[config.mk]
export PLATFORM = sky130hd
export DESIGN_NAME = gated_byte_capture
export DESIGN_NICKNAME = d
export VERILOG_FILES = /design/src/rtl/gated_byte_capture.sv
export SDC_FILE = /design/constraint.sdc
export NUM_CORES = 1
export LEC_CHECK = 0
export BUFFER_PORTS_ARGS = -buffer_cell sky130_fd_sc_hd__buf_2
export CAP_MARGIN = 15
export CELL_PAD_IN_SITES_DETAIL_PLACEMENT = 2
export CELL_PAD_IN_SITES_GLOBAL_PLACEMENT = 2
export CORE_MARGIN = 3
export CORE_UTILIZATION = 40
export DETAILED_ROUTE_END_ITERATION = 7
export PLACE_DENSITY = 0.77
export SYNTH_ARGS = -nofsm -noshare
export SYNTH_HDL_FRONTEND = slang
export SYNTH_SLANG_ARGS = --single-unit
[constraint.sdc]
create_clock -name clk -period 2.4 [get_ports clk]
set_clock_uncertainty 0.15 [all_clocks]
set_input_delay 0.48 -clock clk [delete_from_list [all_inputs] [get_ports clk]]
set_output_delay 0.48 -clock clk [all_outputs]
set_load 0.05 [all_outputs]
[src/rtl/gated_byte_capture.sv]
// gated_byte_capture: samples an enable-gated byte bus into a small
// first-word-fall-through FIFO and hands bytes downstream via valid/ready.
// Optional feature macro: GATED_BYTE_CAPTURE_CHECKSUM_EN adds chk_sum/chk_clr,
// a running XOR of accepted bytes.
module gated_byte_capture #(
  parameter int unsigned DEPTH = 4,
  parameter int unsigned AW    = 2
) (
  input  logic          clk,
  input  logic          rst_n,
  input  logic [7:0]    bus_data,
  input  logic          bus_en,
  output logic [7:0]    rd_data,
  output logic          rd_valid,
  input  logic          rd_ready,
  output logic [AW:0]   count,
  output logic          full,
  output logic          overflow,
  input  logic          clr_ovf
`ifdef GATED_BYTE_CAPTURE_CHECKSUM_EN
  ,
  output logic [7:0]    chk_sum,
  input  logic          chk_clr
`endif
);

  localparam int unsigned CW = AW + 1;

  logic [7:0]    mem [DEPTH];
  logic [AW-1:0] wr_ptr;
  logic [AW-1:0] rd_ptr;
  logic [CW-1:0] cnt;
  logic          ovf;
  logic          push;
  logic          pop;
  logic          drop;

  // Status and fall-through read path, all derived from registered state
  assign rd_valid = (cnt != '0);
  assign full     = (cnt == CW'(DEPTH));
  assign pop      = rd_valid & rd_ready;
  assign push     = bus_en & (~full | pop);
  assign drop     = bus_en & full & ~pop;
  assign rd_data  = rd_valid ? mem[rd_ptr] : 8'h00;
  assign count    = cnt;
  assign overflow = ovf;

  // Byte storage; contents need no reset because rd_data is masked when empty
  always_ff @(posedge clk) begin
    if (push) begin
      mem[wr_ptr] <= bus_data;
    end
  end

  // Pointers and occupancy
  always_ff @(posedge clk or negedge rst_n) begin
    if (!rst_n) begin
      wr_ptr <= '0;
      rd_ptr <= '0;
      cnt    <= '0;
    end else begin
      if (push) begin
        wr_ptr <= wr_ptr + AW'(1);
      end
      if (pop) begin
        rd_ptr <= rd_ptr + AW'(1);
      end
      case ({push, pop})
        2'b10:   cnt <= cnt + CW'(1);
        2'b01:   cnt <= cnt - CW'(1);
        default: cnt <= cnt;
      endcase
    end
  end

  // Sticky drop flag; a drop in the same cycle as a clear keeps it set
  always_ff @(posedge clk or negedge rst_n) begin
    if (!rst_n) begin
      ovf <= 1'b0;
    end else if (drop) begin
      ovf <= 1'b1;
    end else if (clr_ovf) begin
      ovf <= 1'b0;
    end
  end

`ifdef GATED_BYTE_CAPTURE_CHECKSUM_EN
  logic [7:0] sum;

  // Running XOR of accepted bytes; a push alongside a clear restarts from that byte
  always_ff @(posedge clk or negedge rst_n) begin
    if (!rst_n) begin
      sum <= 8'h00;
    end else if (push) begin
      sum <= (chk_clr ? 8'h00 : sum) ^ bus_data;
    end else if (chk_clr) begin
      sum <= 8'h00;
    end
  end

  assign chk_sum = sum;
`endif

endmodule

---- Word-level counts from Yosys, hierarchy flattened ----
Memory sizes are Yosys's and may differ from the RTL's.
Cells that the tools add are included.
storage, ports and cells
  flip-flop bits (word level) ............. 8
  bits in writable memories ............... 32
  input port bits ......................... 13
  output and inout port bits .............. 14
  word-level logic and storage cells ...... 28
  memories ................................ 1
memory list
  name  words  width  read ports  clocked after Yosys merged registers in  wr ports  RTL line  source
  mem   4      8      1           0                                        1         29        logic [7:0] mem [DEPTH];
cells by class
  $add $sub $neg .......................... 4
  equal/unequal tests ..................... 3
  multiplexer cells ....................... 6
  bitwise operators ....................... 7
  reductions and logical operators ........ 3
operators with widths
  kind                 number
  $mux 8               1
  $pmux 3 s2           1
  $add 2x1->2 const B  2
  $and 1x1->1          4
  $mux 1               4
  $reduce_bool 2->1    2
  $add 3x1->3 const B  1
  $eq 3x3->1 const B   1
  $reduce_bool 3->1    1
  $sub 3x1->3 const B  1
  $eq 2x1->1 const B   1
  $eq 2x2->1 const B   1
  $not 1->1            2
  $or 1x1->1           1

---- Longest topological paths before layout ----
Gate-level depths: netlist (run 1).
  word-level depth ........................ 6
  depth in mapped cells ................... 8

---- Worst setup path before layout (run 1) ----
OpenSTA, ideal clock, no wires.
  path type ............................... flip-flop to flip-flop
  start ................................... register cnt[2] (netlist: count[2])
  end ..................................... register cnt[1] (netlist: count[1])
  setup time .............................. 66 ps
  arrival ................................. 2,139 ps
  data required time ...................... 2,184 ps
  slack ................................... 45 ps
  stages on the path, launching flop included .. 8
  path buffers ............................ 2
  cell sequence ........................... dfrtp_1 -> buf_6 -> or3_4 -> buf_6 -> nand2_1 -> fa_1 -> a211oi_1 -> o21a_1
between the ends
  word-level cells in the longest chain between the ends .. 6
  elaborated cells between the ends (all ways) .. 10
  those cells by class .................... eq/ne (3); mux (1); bitwise (4); reduce/logical (2)
RTL lines
  item                                                    RTL line  source
  from (decl)                                             32        logic [CW-1:0] cnt;
  from (signal assigned)                                  69        2'b10: cnt <= cnt + CW'(1);
  from (signal assigned)                                  70        2'b01: cnt <= cnt - CW'(1);
  from (signal assigned)                                  71        default: cnt <= cnt;
  $reduce_bool 3->1 *                                     39        assign rd_valid = (cnt != '0);
  via rd_valid                                            14        output logic rd_valid,
  $and 1x1->1 *                                           41        assign pop = rd_valid & rd_ready;
  $or 1x1->1                                              42        assign push = bus_en & (~full | pop);
  $and 1x1->1                                             42
  $eq 2x1->1 / $eq 2x2->1 (equally long branches)         68        case ({push, pop})
  $pmux 3 s2 / $reduce_bool 2->1 (equally long branches)  --
The timed path passes the listed nets; every way through them passes the cells marked *.
A chain may end at the register's enable or synchronous reset.

---- Final worst setup path (run 1) ----
  start ................................... register rd_ptr[0]
  end ..................................... output rd_data[0]
between the ends
  word-level cells in the longest chain between the ends .. 2
RTL lines
  item                    RTL line  source
  from (decl)             31        logic [AW-1:0] rd_ptr;
  from (signal assigned)  66        rd_ptr <= rd_ptr + AW'(1);
  $mem_v2 4x8             --
  $mux 8                  44        assign rd_data = rd_valid ? mem[rd_ptr] : 8'h00;
  to (decl)               13        output logic [7:0] rd_data,
Every way passes these cells.

==> results of run 1 <==
power by group through the flow:
| stage | registers, mW | logic [mW] | clock network [mW] |
|---|---|---|---|
| 4_1_cts | 1.07 | 1.51 | 0.575 |
| 5_1_grt | 1.09 | 1.76 | 0.600 |
| 3_3_place_gp | 1.06 | 1.44 | 0 |
| 3_5_place_dp | 1.09 | 1.49 | 0 |
| 2_1_floorplan | 1.11 | 1.10 | 0 |
| 6_report | 1.07 | 1.64 | 0.557 |
final timing paths:
kind / slack, ns / to / from
max: 0.08 / rd_data[0] / rd_ptr[0]
min: 0.25 / mem[1][5] / bus_data[5]
max reg2reg: 0.27 / count[1] / count[0]
min reg2reg: 0.36 / overflow / overflow
max in group asynchronous: 1.46 / rd_ptr[1] / rst_n
min in group asynchronous: 0.44 / count[1] / rst_n
kinds of logic after synthesis:
logic type	share of synthesized area [%]
AO/OA/AOI/OAI	5.10
AND/OR/NAND/NOR	8.25
multiplexers	11.3
adder cells (fa/ha/maj)	3.91
XOR/XNOR	2.45
buffers and inverters	4.19
flip-flops	64.8
what timing repair did:
action / CTS / global route
buffers inserted: 1 / 0
setup endpoints to repair: 8 / 8
resized for setup: 0 / 24
hold buffers: 1 / 0
endpoints found under the hold margin: 8 / 0
worst max-delay path: stages, from the launching register on:
cell and delay (ns):
dfrtp_1 0.40, buf_12 0.16, mux4_2 0.50, and2_1 0.18, buf_6 0.15
cell usage after synthesis, types with 2 or more instances:
master | number | area (sq um)
and2_1 | 13 | 81.3
buf_2 | 2 | 10.0
buf_6 | 3 | 33.8
dfrtp_1 | 8 | 200
edfxtp_1 | 32 | 961
ha_1 | 4 | 50.1
inv_1 | 7 | 26.3
mux4_2 | 8 | 180
nand2_1 | 2 | 7.51
xnor2_1 | 4 | 35.0
layout by cell type, fill, tap and decap left out, types with 2 or more instances in the layout:
| cell type | synthesis | layout |
|---|---|---|
| dfrtp_1 | 8 | 8 |
| and2_1 | 13 | 12 |
| ha_1 | 4 | 4 |
| inv_1 | 7 | 7 |
| nand2_1 | 2 | 2 |
| buf_2 | 2 | 18 |
| clkinv_4 | 0 | 2 |
| buf_4 | 0 | 3 |
| clkbuf_8 | 0 | 5 |
| edfxtp_1 | 32 | 32 |
| xnor2_1 | 4 | 4 |
| buf_6 | 3 | 7 |
| mux4_2 | 8 | 8 |
sequential cells by signal, summed over array words and instances, names as in the netlist:
register	cells
wr_ptr	2
overflow	1
mem	32
count	3
rd_ptr	2
area by class of cell:
class | count | area [sq um]
tap | 50 | 62.6
multi-input combinational | 54 | 557
clock inverter | 3 | 47.5
inverter | 7 | 26.3
timing repair buffer | 30 | 221
fill | 401 | 2000
sequential | 40 | 1160
clock buffer | 5 | 68.8
metrics by stage:
| step | area (sq um) | setup WS [ns] | hold WS [ns] | util (%) | cells |
|---|---|---|---|---|---|
| global placement | 1960 | 0.325 | 0.190 | 47.3 | 179 |
| CTS | 2100 | 0.00516 | 0.237 | 50.6 | 189 |
| floorplan | 1790 | 0.0450 | 0.0344 | - | 107 |
| global route | 2140 | 0.00398 | 0.243 | 51.8 | 189 |
| finish | 2140 | 0.0842 | 0.252 | 51.8 | 189 |
| detailed placement | 1960 | 0.180 | 0.205 | 47.3 | 179 |
layer usage:
metal  wire [microns]  up-vias  GRT usage (%)
li1                 -      455              -
met1             1800      508           22.2
met2             1950       19           27.3
met3              136        4           4.27
met4               31        0           6.15
met5                0        -              0
==> flow_metrics.env, run 1 <==
export IMPL_seq_area_frac_synth_pct=64.8
export IMPL_synth_flop_cell="edfxtp_1"
export IMPL_crit_required_ns=1.77
export IMPL_placementRows=23
export IMPL_start_util_pct=43.2
export IMPL_cts_root_buf="clkbuf_8"
export IMPL_cts_tree="yes"
export IMPL_grt_pass1_wl_microns=6490
export IMPL_synthArstFlopShare_pct=20.0
export IMPL_drc_errors=0
export IMPL_clkLatencyLatePin_ns=0.29
export IMPL_wl_microns=3920
export IMPL_syn_inst=107
export IMPL_start_kind="flop"
export IMPL_power_density_nw_per_um2=1520
export IMPL_clock_path_buffers=2
export IMPL_endpoint_kind="output port"
export IMPL_wl_per_cell_microns=20.8
export IMPL_clock_sinks=40
export IMPL_drive_gt1_share_pct=36.0
export IMPL_status="finished clean"
export IMPL_ys_warn_count=0
export IMPL_globalplace_congestion=0.715
export IMPL_grt_start_max_net_pins=15
export IMPL_slew_violations=0
export IMPL_peakVddDrop_mv=0.496
export IMPL_dp_hpwl_microns=2950
export IMPL_io_pins=27
export IMPL_overflow=0
export IMPL_ant_nets=0
export IMPL_vias=986
export IMPL_drtPass1Iterations=2
export IMPL_synthesis_area_sq_um=1790
export IMPL_cp_max_fo=8
export IMPL_fin_nets=156
export IMPL_power_mw=3.27
export IMPL_leakage_nw=0.823
export IMPL_worst_slew_pin_slew_ns=0.473
export IMPL_combPwrFrac_pct=50.3
export IMPL_cap_violations=0
export IMPL_period_share_pct=96.5
export IMPL_holdPathStages=1
export IMPL_pwr_share_clk_pct=17.0
export IMPL_grt_pass1_vias=1179
export IMPL_ys_ff_latch=40
export IMPL_finalSetupTns_ns=0
export IMPL_critPathArrivalTime_ns=1.69
export IMPL_viasPerCell=5.22
export IMPL_fin_crit_ns=2.32
export IMPL_fmax_ghz=0.432
export IMPL_antenna_cells=0
export IMPL_numCtsBuffers=5
export IMPL_design_core_area_sq_um=4140
export IMPL_switching_share_pct=42.0
export IMPL_drt_initial_drc_count=71
export IMPL_p_int_mw=1.90
export IMPL_fp_dieH_microns=72.9
export IMPL_rsz0062_at_grt="no"
export IMPL_setup_viol=0
export IMPL_worst_setup_path_type="flop to output port"
export IMPL_syn_area_per_cell_sq_um=16.7
export IMPL_clkTransAtPathRegs_ns=0.08
export IMPL_synthToLayoutAreaGrowth_pct=19.8
export IMPL_htreeDepth=2
export IMPL_hold_class="input port to flop"
export IMPL_port_buffers=26
export IMPL_relSlewSlack_pct=68.5
export IMPL_rr_worst_depth=5
export IMPL_seqPwrFrac_pct=32.7
export IMPL_synth_distinct_cells=34
export IMPL_p_sw_mw=1.37
export IMPL_finalHoldViolCount=0
export IMPL_antenna_found_initial=0
export IMPL_synth_edf_count=32
export IMPL_dieArea_sq_um=5320
export IMPL_grt_use_total_pct=16.9
export IMPL_syn_num_nets=125
export IMPL_dieWidth_microns=72.9
Power figures use the tool's default switching activity.
==> run 2, diff against run 1 <==
--- a/config.mk
+++ b/config.mk
@@ -9,7 +9,6 @@
 export CAP_MARGIN = 15
 export CELL_PAD_IN_SITES_DETAIL_PLACEMENT = 2
 export CELL_PAD_IN_SITES_GLOBAL_PLACEMENT = 2
-export CORE_MARGIN = 3
 export CORE_UTILIZATION = 40
 export DETAILED_ROUTE_END_ITERATION = 7
 export PLACE_DENSITY = 0.77
==> run 2 against run 1 <==
Against the previous run: cell area up 0.17%; register-to-register slack worse by 0.04 ns; global-route usage up 3.7 points; critical path type unchanged; highest routed layer unchanged.
==> flow_metrics.env, run 2 (synthesis results as in run 1) <==
export IMPL_drt_initial_drc_count=70
export IMPL_dp_hpwl_microns=3010
export IMPL_start_util_pct=43.2
export IMPL_combPwrFrac_pct=49.9
export IMPL_dieWidth_microns=68.9
export IMPL_grt_pass1_wl_microns=6340
export IMPL_worst_slew_pin_slew_ns=0.487
export IMPL_stdcell_area_sq_um=2150
export IMPL_wl_microns=4150
export IMPL_status="finished clean"
export IMPL_antenna_cells=0
export IMPL_p_int_mw=1.90
export IMPL_fin_crit_ns=2.35
export IMPL_numCtsBuffers=5
export IMPL_cts_root_buf="clkbuf_8"
export IMPL_placed_cells=180
export IMPL_min_from="bus_data[4]"
export IMPL_period_share_pct=97.8
export IMPL_largest_register_ffs=32
export IMPL_synthToLayoutAreaGrowth_pct=20.0
export IMPL_endpoint_kind="output port"
export IMPL_cts_tree="yes"
export IMPL_seqPwrFrac_pct=32.9
export IMPL_hold_class="input port to flop"
export IMPL_clkLatencyLatePin_ns=0.29
export IMPL_grt_start_max_net_pins=13
export IMPL_seqCellArea_sq_um=1160
export IMPL_clkTransAtPathRegs_ns=0.08
export IMPL_clock_path_buffers=2
export IMPL_postPlaceCellArea_sq_um=1960
export IMPL_dieArea_sq_um=4750
export IMPL_leakage_nw=0.825
export IMPL_clock_sinks=40
export IMPL_drive_gt1_share_pct=36.9
export IMPL_globalplace_congestion=0.738
export IMPL_grt_pass1_vias=1131
export IMPL_drc_errors=0
export IMPL_setup_worst_path_start="rd_ptr[0]"
export IMPL_final_cell_mix="edfxtp_1, buf_2, and2_1"
export IMPL_utilization_pct=51.8
export IMPL_power_density_nw_per_um2=1530
export IMPL_pwr_share_clk_pct=17.2
export IMPL_port_buffers=26
export IMPL_fill_cells=381
export IMPL_regMostFlops="mem"
export IMPL_fin_cells=191
export IMPL_ant_nets=0
export IMPL_drtPass1Iterations=4
export IMPL_start_kind="flop"
export IMPL_worst_setup_path_type="flop to output port"
export IMPL_finalSetupTns_ns=0
export IMPL_relSlewSlack_pct=67.5
export IMPL_finalHoldViolCount=0
export IMPL_switching_share_pct=42.0
export IMPL_placementRows=23
export IMPL_design_core_area_sq_um=4140
export IMPL_antenna_found_initial=0
export IMPL_crit_required_ns=1.77
export IMPL_power_mw=3.28
export IMPL_r2r_start="count[0]"
export IMPL_cap_violations=0
export IMPL_overflow=0
export IMPL_layout_commonest_cell="edfxtp_1"
export IMPL_peakVddDrop_mv=0.528
export IMPL_cp_max_fo=4
export IMPL_fp_dieH_microns=68.9
export IMPL_critPathArrivalTime_ns=1.72
export IMPL_setup_viol=0
export IMPL_p_sw_mw=1.38
export IMPL_multi_input_area_sq_um=554
export IMPL_io_pins=27
export IMPL_rsz0062_at_grt="no"
export IMPL_wl_per_cell_microns=21.7
export IMPL_vias=1027
export IMPL_viasPerCell=5.38
export IMPL_slew_violations=0
export IMPL_htreeDepth=2
export IMPL_fmax_ghz=0.426
export IMPL_fin_nets=158
export IMPL_grt_use_total_pct=20.7
## run 2: cell types whose count changed in the layout (fill, tap and decap cells not counted), sizes merged
cell    before  now
buf         29   31
clkinv       2    1
clkbuf       5    6
## run 2: stage by stage
step	setup slack, ns	hold WS [ns]
after global placement	0.282	0.190
final	0.0518	0.252
after CTS	0.00746	0.250
after global routing	0.0000377	0.254
after floorplan	0.0450	0.0344
after detailed placement	0.154	0.193
## run 2: per-layer routing
metal	vias to the layer above	global-route usage, %	share of wire (%)	wire [microns]
met1	541	24.6	42	1740
met2	21	36.7	54	2260
met4	0	6.12	1.1	46
met3	4	5.10	2.6	106
li1	461	-	-	-
met5	-	0	0	0
## run 2: area by class of cell
type | instances | share of cell area, %
Sequential cell | 40 | 54.2
Clock inverter | 2 | 1.57
Multi-Input combinational cell | 54 | 25.8
Timing Repair Buffer | 32 | 10.5
Inverter | 7 | 1.22
Tap cell | 50 | 2.91
Clock buffer | 6 | 3.84
## run 2: what timing repair did
item / in CTS / in global routing
endpoints found under the hold margin: 8 / 0
resized for setup: 3 / 20
endpoints found under the setup margin: 6 / 7
pin swaps: 0 / 0
cloned: 0 / 0
buffers inserted: 2 / 0
hold buffers: 1 / 0
## run 2: critical path, cell delays in order, from the launching register on
cell,delay (ns)
dfrtp_2,0.43
buf_6,0.14
mux4_2,0.51
and2_1,0.20
buf_6,0.15
## run 2: power groups by stage
stage | Sequential (mW) | Clock [mW] | Combinational, mW
5_1_grt | 1.10 | 0.597 | 1.77
4_1_cts | 1.08 | 0.570 | 1.54
6_report | 1.08 | 0.563 | 1.64
3_5_place_dp | 1.09 | 0 | 1.49
2_1_floorplan | 1.11 | 0 | 1.10
3_3_place_gp | 1.06 | 0 | 1.41
## run 2: worst paths after layout
| check | end | slack (ns) | depth (start not counted) |
|---|---|---|---|
| worst max-delay path | rd_data[3] | 0.05 | 4 |
| worst min-delay path | mem[1][4] | 0.25 | 1 |
| worst max register to register | count[1] | 0.23 | 5 |
| worst min register to register | overflow | 0.36 | 1 |
| max in group asynchronous | rd_ptr[1] | 1.47 | 2 |
| min in group asynchronous | count[0] | 0.42 | 2 |
==> run 3, diff against run 2 <==
--- a/config.mk
+++ b/config.mk
@@ -9,9 +9,9 @@
 export CAP_MARGIN = 15
 export CELL_PAD_IN_SITES_DETAIL_PLACEMENT = 2
 export CELL_PAD_IN_SITES_GLOBAL_PLACEMENT = 2
-export CORE_UTILIZATION = 40
+export CORE_UTILIZATION = 36
 export DETAILED_ROUTE_END_ITERATION = 7
-export PLACE_DENSITY = 0.77
+export PLACE_DENSITY = 0.71
 export SYNTH_ARGS = -nofsm -noshare
 export SYNTH_HDL_FRONTEND = slang
 export SYNTH_SLANG_ARGS = --single-unit
==> run 3 against run 2 <==
Against the previous run: combinational power decreased by 10%; sequential share of layout area grew 1.5 points; clock-buffer cell count decreased by 1; first-iteration DRC count is 19% lower; sequential power about the same; register-to-register slack improved by 0.05 ns; core utilization decreased by 8.0 points; critical endpoint is now rd_data[1].
==> flow_metrics.env, run 3 (synthesis results as in run 1) <==
export IMPL_status="finished clean"
export IMPL_grt_pass1_vias=1110
export IMPL_wl_per_cell_microns=18.1
export IMPL_endpoint_kind="output port"
export IMPL_finalSetupTns_ns=0
export IMPL_relSlewSlack_pct=67.7
export IMPL_slew_violations=0
export IMPL_worst_setup_path_type="flop to output port"
export IMPL_drc_errors=0
export IMPL_pwr_share_clk_pct=14.9
export IMPL_holdWs_ns=0.254
export IMPL_hold_end="mem[0][5]"
export IMPL_clkTransAtPathRegs_ns=0.09
export IMPL_wl_microns=3730
export IMPL_io_pins=27
export IMPL_viasPerCell=4.84
export IMPL_utilization_pct=43.9
export IMPL_dieArea_sq_um=5260
export IMPL_regMostFlops="mem"
export IMPL_clock_sinks=40
export IMPL_overflow=0
export IMPL_leakage_nw=0.785
export IMPL_drive_gt1_share_pct=34.5
export IMPL_start_kind="flop"
export IMPL_grt_start_max_net_pins=14
export IMPL_power_density_nw_per_um2=1430
export IMPL_clock_path_buffers=2
export IMPL_design_core_area_sq_um=4750
export IMPL_dp_hpwl_microns=2690
export IMPL_r2r_start="count[0]"
export IMPL_cts_root_buf="clkbuf_8"
export IMPL_antenna_cells=0
export IMPL_globalplace_congestion=0.759
export IMPL_fin_nets=156
export IMPL_htreeDepth=2
export IMPL_hold_class="input port to flop"
export IMPL_p_int_mw=1.65
export IMPL_cap_violations=0
export IMPL_fmax_ghz=0.430
export IMPL_period_share_pct=97.0
export IMPL_cp_max_fo=6
export IMPL_rsz0062_at_grt="yes"
export IMPL_synthToLayoutAreaGrowth_pct=16.5
export IMPL_start_util_pct=37.7
export IMPL_postPlaceCellArea_sq_um=1980
export IMPL_drtPass1Iterations=4
export IMPL_ant_nets=0
export IMPL_grt_pass1_wl_microns=6020
export IMPL_stdcell_area_sq_um=2090
export IMPL_finalHoldViolCount=0
export IMPL_vias=998
export IMPL_grt_use_total_pct=16.3
export IMPL_worstReg2RegEnd="count[1]"
export IMPL_min_from="bus_data[5]"
export IMPL_switching_share_pct=44.7
export IMPL_peakVddDrop_mv=0.478
export IMPL_fp_dieH_microns=72.5
export IMPL_numCtsBuffers=5
export IMPL_clkLatencyLatePin_ns=0.29
export IMPL_placementRows=25
export IMPL_cts_tree="yes"
export IMPL_port_buffers=26
export IMPL_setup_viol=0
export IMPL_holdPathStages=1
export IMPL_antenna_found_initial=0
export IMPL_p_sw_mw=1.33
export IMPL_largest_register_ffs=32
export IMPL_fin_crit_ns=2.33
export IMPL_layout_commonest_cell="edfxtp_1"
export IMPL_r2r_slack_ns=0.28
export IMPL_dieWidth_microns=72.5
export IMPL_worst_slew_pin_slew_ns=0.485
export IMPL_drt_initial_drc_count=57
export IMPL_final_cell_mix="edfxtp_1, buf_2, and2_1"
export IMPL_seqPwrFrac_pct=35.6
export IMPL_critPathArrivalTime_ns=1.70
export IMPL_crit_required_ns=1.77
export IMPL_combPwrFrac_pct=49.4
export IMPL_rr_worst_depth=5
-- run 3: worst max-delay path by stage --
stage | start | to | slack, ns | cells after the start
2_1_floorplan | count[2] | count[1] | 0.04 | 7
5_1_grt | rd_ptr[0] | rd_data[0] | -0.01 | 4
3_5_place_dp | rd_ready | count[2] | 0.15 | 7
4_1_cts | rd_ptr[0] | rd_data[6] | 0.02 | 4
6_report | rd_ptr[0] | rd_data[1] | 0.07 | 4
3_3_place_gp | rd_ready | count[2] | 0.26 | 7
-- run 3: layout make-up --
type	count	area, sq um
clock buffer	5	68.8
clock inverter	3	18.8
fill	484	2670
inverter	7	26.3
multi-input combinational	54	554
sequential	40	1160
tap	67	83.8
timing repair buffer	30	173
-- run 3: what timing repair did --
action,in CTS,in global routing
resized for setup,1,3
buffers inserted,0,0
endpoints found under the hold margin,8,0
gates cloned,0,0
hold buffers,1,0
setup endpoints to repair,1,4
-- run 3: stage by stage --
step,total power [mW],setup slack [ns],instances
floorplan,2.21,0.0450,107
global route,3.16,-0.0103,206
finish,2.98,0.0721,206
CTS,3.01,0.0181,206
global placement,2.49,0.256,197
detailed placement,2.55,0.151,197
-- run 3: per-layer routing --
metal	up-vias	share of wire (%)	GRT usage, %
li1	455	-	-
met1	519	44	19.5
met5	-	0	0
met3	6	3.5	4.58
met4	0	1.4	5.88
met2	18	51	27.9
-- run 3: power groups by stage --
stage,combinational [mW],clock [mW],sequential (mW)
CTS,1.49,0.458,1.07
finish,1.47,0.445,1.06
global route,1.59,0.489,1.08
floorplan,1.10,0,1.11
global placement,1.43,0,1.05
detailed placement,1.48,0,1.08
-- run 3: worst max-delay path, stage by stage, from the launching register on --
cell and delay, ns:
dfrtp_1 0.38, buf_6 0.16, mux4_2 0.50, and2_1 0.17, buf_2 0.20
